File: config.mk
export PLATFORM = sky130hd
export DESIGN_NAME = stream_rr_arbiter
export DESIGN_NICKNAME = d
export VERILOG_FILES = /design/src/rtl/stream_rr_arbiter.sv
export SDC_FILE = /design/constraint.sdc
export NUM_CORES = 1
export LEC_CHECK = 0
export BUFFER_PORTS_ARGS = -buffer_cell sky130_fd_sc_hd__buf_4
export CELL_PAD_IN_SITES_DETAIL_PLACEMENT = 0
export CELL_PAD_IN_SITES_GLOBAL_PLACEMENT = 2
export CORE_ASPECT_RATIO = 0.7
export CORE_MARGIN = 5
export CORE_UTILIZATION = 28
export DETAILED_ROUTE_END_ITERATION = 16
export PLACE_DENSITY = 0.91
export SLEW_MARGIN = 40
export SYNTH_ARGS = -nofsm -noshare
export SYNTH_HDL_FRONTEND = slang
export SYNTH_SLANG_ARGS = --single-unit
File: constraint.sdc
create_clock -name clk -period 3.34 [get_ports clk]
set_input_delay 0.167 -clock clk [delete_from_list [all_inputs] [get_ports clk]]
set_output_delay 0.167 -clock clk [all_outputs]
set_load 0.05 [all_outputs]
File: src/rtl/stream_rr_arbiter.sv
// Round-robin arbiter with bounded bursts that shares one stream FIFO write port among NUM_REQ requesters.
// The output stage is registered, so there is 1 cycle from handshake to m_valid; backpressure holds the grant without using up the burst.
module stream_rr_arbiter #(
  parameter int NUM_REQ    = 4,
  parameter int DATA_WIDTH = 8,
  parameter int MAX_BURST  = 4
) (
  input  logic                          clk,
  input  logic                          rst_n,
  input  logic [NUM_REQ-1:0]            s_valid,
  input  logic [NUM_REQ*DATA_WIDTH-1:0] s_data,
  output logic [NUM_REQ-1:0]            s_ready,
  output logic                          m_valid,
  output logic [DATA_WIDTH-1:0]         m_data,
  output logic [$clog2(NUM_REQ)-1:0]    m_src,
  input  logic                          m_ready,
  output logic                          busy
);
  localparam int IW = $clog2(NUM_REQ);
  localparam int CW = $clog2(MAX_BURST + 1);
  localparam logic [IW-1:0] LAST_IDX  = IW'(NUM_REQ - 1);
  localparam logic [CW-1:0] LAST_BEAT = CW'(MAX_BURST - 1);

  typedef enum logic {IDLE, BURST} state_t;

  state_t        state, state_nxt;
  logic [IW-1:0] rr_ptr, rr_ptr_nxt;
  logic [IW-1:0] owner, owner_nxt;
  logic [IW-1:0] idle_cand, cand;
  logic [CW-1:0] beat_cnt, beat_cnt_nxt;
  logic          load_en, any_valid, grant_ok, accept;

  // The +1 wraps explicitly so that non-power-of-2 NUM_REQ never yields an out-of-range index.
  function automatic logic [IW-1:0] wrap_inc(input logic [IW-1:0] x);
    return (x == LAST_IDX) ? '0 : x + IW'(1);
  endfunction

  // The loop walks downward so that the requester closest to rr_ptr is written last and wins.
  always_comb begin
    idle_cand = rr_ptr;
    any_valid = 1'b0;
    for (int k = NUM_REQ - 1; k >= 0; k--) begin
      if (s_valid[(int'(rr_ptr) + k) % NUM_REQ]) begin
        idle_cand = IW'((int'(rr_ptr) + k) % NUM_REQ);
        any_valid = 1'b1;
      end
    end
  end

  assign load_en  = !m_valid || m_ready;
  assign cand     = (state == BURST) ? owner : idle_cand;
  assign grant_ok = (state == IDLE) ? any_valid : s_valid[owner];
  assign accept   = grant_ok && load_en && rst_n;
  assign s_ready  = accept ? (NUM_REQ'(1) << cand) : '0;
  assign busy     = (state == BURST);

  always_comb begin
    state_nxt    = state;
    rr_ptr_nxt   = rr_ptr;
    owner_nxt    = owner;
    beat_cnt_nxt = beat_cnt;
    case (state)
      IDLE: begin
        if (accept) begin
          if (MAX_BURST == 1) begin
            rr_ptr_nxt = wrap_inc(cand);
          end else begin
            state_nxt    = BURST;
            owner_nxt    = cand;
            beat_cnt_nxt = CW'(1);
          end
        end
      end
      BURST: begin
        // When the owner drops valid, the grant is released without transferring a beat.
        if (!s_valid[owner]) begin
          state_nxt    = IDLE;
          rr_ptr_nxt   = wrap_inc(owner);
          beat_cnt_nxt = '0;
        end else if (accept) begin
          if (beat_cnt == LAST_BEAT) begin
            state_nxt    = IDLE;
            rr_ptr_nxt   = wrap_inc(owner);
            beat_cnt_nxt = '0;
          end else begin
            beat_cnt_nxt = beat_cnt + CW'(1);
          end
        end
      end
      default: state_nxt = IDLE;
    endcase
  end

  always_ff @(posedge clk or negedge rst_n) begin
    if (!rst_n) begin
      state    <= IDLE;
      rr_ptr   <= '0;
      owner    <= '0;
      beat_cnt <= '0;
    end else begin
      state    <= state_nxt;
      rr_ptr   <= rr_ptr_nxt;
      owner    <= owner_nxt;
      beat_cnt <= beat_cnt_nxt;
    end
  end

  always_ff @(posedge clk or negedge rst_n) begin
    if (!rst_n) begin
      m_valid <= 1'b0;
      m_data  <= '0;
      m_src   <= '0;
    end else if (load_en) begin
      m_valid <= accept;
      if (accept) begin
        m_data <= s_data[cand*DATA_WIDTH +: DATA_WIDTH];
        m_src  <= cand;
      end
    end
  end
endmodule

==> metrics.csv <==
stage;metric;value;unit
route;drt_wl_total;3991;um
worst_setup_path;endpoint_kind;output port;
timing;fin_crit_sh;72.65;%
route;vias_per_cell;5.393;
route;drc;0;
timing;hold_viol;0;
run_status;outcome;complete, no violations;
finish;final_cell_mix;buf_4, dfrtp_1, nand2_1;
synthesis;syn_nets;178;
min_path;whs_path_depth;3;
placement;dp_slack;1.024;ns
timing;fmax;412.1;MHz
timing;slew_headroom;47.11;%
timing;rsz0062_at_grt;no;
finish;fill_cells;452;
clock_network;clkLatencyLatePin;0.26;ns
grt;grt_max_degree;22;
route;vias;1316;
clock_network;path_clk_slew;0.08;ns
synthesis;synth_area;0.001260;mm^2
timing;drv_slew;0;
synthesis;ys_warn_count;0;
route;detail-route-antenna-nets;0;
synthesis;ys_seq_elements;19;
synthesis;yosysSeqAreaShare;37.74;%
route;first_iter_violations;117;
placement;gp_congestion;0.7913;
worst_setup_path;cp_data_required_time;3.17;ns
finish;n_antenna_cell;0;
clock_network;cts-htree-levels;1;
route;wl_per_cell;16.36;um
synthesis;synthCells;137;
grt;grt_usage;12.99;%
worst_setup_path;reg2regPathDepth;5;
grt;grt.overflow.total;0;
placement;dp_hpwl;3030;um
placement;port_buffers;54;
grt;grt_pass1_wl;6265;um
synthesis;synth.distinct_cells;36;
finish;nets;231;
synthesis;async_flop_share;100.0;%
synthesis;ys.flop_type;dfrtp_1;
timing;worstMarginPinSlew;0.7934;ns
placement;post_dp_cell_area;0.001704;mm^2
min_path;worstHoldStart;s_data[12];
grt;grt_pass1_vias;1251;
finish;drive_gt1_share;35.98;%
floorplanning;ios;55;
finish;final_cell_area;0.001760;mm^2
min_path;hp-class;input pin to flop;
clock_network;clock_sinks;19;
worst_setup_path;start_kind;flop;
power;power_density;951.9;mW/mm^2
timing;setup_violations;0;
power;p_leak;0.8172;nW
power;ir_drop;0.4521;mV
floorplanning;core-area;0.004354;mm^2
floorplanning;die_h;66.13;um
clock_network;cts-root-buf;clkbuf_8;
floorplanning;die-width;90.18;um
timing;setup_slack;0.9136;ns
worst_setup_path;crit_start;owner[0];
timing;period_minus_slack;2.426;ns
worst_setup_path;critical_path_class;flop to output port;
timing;setup_tns;0;ns
floorplanning;die_area;0.005963;mm^2
clock_network;cts-buffers-inserted;3;
worst_setup_path;arrival;2.26;ns
grt;antenna_found_initial;0;
floorplanning;start_util;28.94;%
synthesis;synth-edff-count;0;
run;maxCapViolCount;0;
worst_setup_path;cp_max_fo;15;
finish;final_common_cell;buf_4;
finish;areaGrowthSynthToFinish;39.72;%
worst_setup_path;r2r_start;owner[0];
timing;clock-skew-final;0.001753;ns
route;first_pass_iters;4;
synthesis;synth_area_per_cell;9.197;um^2
floorplanning;num_rows;20;
clock_network;cts_tree;yes;
clock_network;clockBufferDepth;2;
power;fin_total_pwr;1.676;mW
## kinds of logic after synthesis
family	Yosys count	share of synthesized area, %
mux	11	9.930
buf+inv	12	4.865
fa+ha+maj	2	1.986
compound gates	43	25.62
simple gates	50	19.86
flops	19	37.74
## where the power goes
part	total (mW)	internal, mW	leakage, nW	switching [mW]
sequential	0.446	0.336	0.225	0.110
clock	0.166	0.0832	0.0255	0.0830
combinational	1.06	0.376	0.567	0.687
total	1.68	0.795	0.817	0.881
## critical path, cell delays in order (launching register included)
cell and delay [ns]:
dfrtp_1 0.43, mux4_2 0.55, nand2b_4 0.19, o2111a_2 0.26, and2_4 0.24, nor2b_1 0.13, buf_4 0.19
## cell usage after synthesis, types with 2 or more instances
library cell,n,share of area [%]
a2111oi_0,8,5.6
a211oi_1,8,4.8
a21o_1,2,1.2
a21oi_1,3,1.2
a31oi_1,8,4.0
and3_1,2,0.99
buf_2,7,2.8
dfrtp_1,19,38
ha_1,2,2.0
inv_1,3,0.89
mux2_1,2,1.8
mux2i_1,8,6.4
nand2_1,16,4.8
nand2b_1,3,1.5
nand3_1,3,1.2
nor2_1,14,4.2
nor2b_1,4,2.0
nor3_1,2,0.79
o21ai_0,5,2.0
o41ai_1,2,1.4
## cell type report
| type | instances | area, um^2 | share of cell area, % |
|---|---|---|---|
| Inverter | 3 | 11.26 | 0.6397 |
| Clock buffer | 3 | 41.29 | 2.345 |
| Tap cell | 55 | 68.82 | 3.909 |
| Clock inverter | 1 | 5.005 | 0.2843 |
| Multi-Input combinational cell | 106 | 728.2 | 41.36 |
| Timing Repair Buffer | 57 | 430.4 | 24.45 |
| Sequential cell | 19 | 475.5 | 27.01 |
## path summary, 6_finish.rpt
kind / end / slack [ns]
setup reg to reg: m_data[3] / 1.01
hold / removal: m_data[4] / 0.25
hold reg to reg: m_src[1] / 0.50
setup / recovery: s_ready[1] / 0.91
min in group asynchronous: m_data[6] / 0.35
max in group asynchronous: busy / 2.76
## repair_timing
item                                   4_1_cts  5_1_grt
setup buffers                                0        0
hold buffers                                 1        0
setup endpoints to repair                    0        0
resized for setup                            0        0
endpoints found under the hold margin       19        0
## routing by layer
metal  GRT usage (%)  wire length [um]  part of all wire, %  vias up
met5               0                 0                    0        -
met4           2.788                10                 0.25        0
met3           3.299               197                  4.9        3
met2           21.44              1997                   50       40
met1           17.24              1786                   45      650
li1                -                 -                    -      623
## registers in the layout (all words and copies together) (netlist names)
signal    count
m_src         2
m_data        8
beat_cnt      3
owner         2
m_valid       1
rr_ptr        2
busy          1
## stage by stage
| stage | utilization (%) | hold WS [ns] | cells |
|---|---|---|---|
| 2_1_floorplan | - | -0.1286 | 137 |
| 3_3_place_gp | 39.14 | 0.06563 | 239 |
| 3_5_place_dp | 39.14 | 0.06641 | 239 |
| 4_1_cts | 40.43 | 0.2443 | 244 |
| 5_1_grt | 40.43 | 0.2651 | 244 |
| 6_report | 40.43 | 0.2468 | 244 |
No activity file was read; power rests on OpenSTA's default activity.
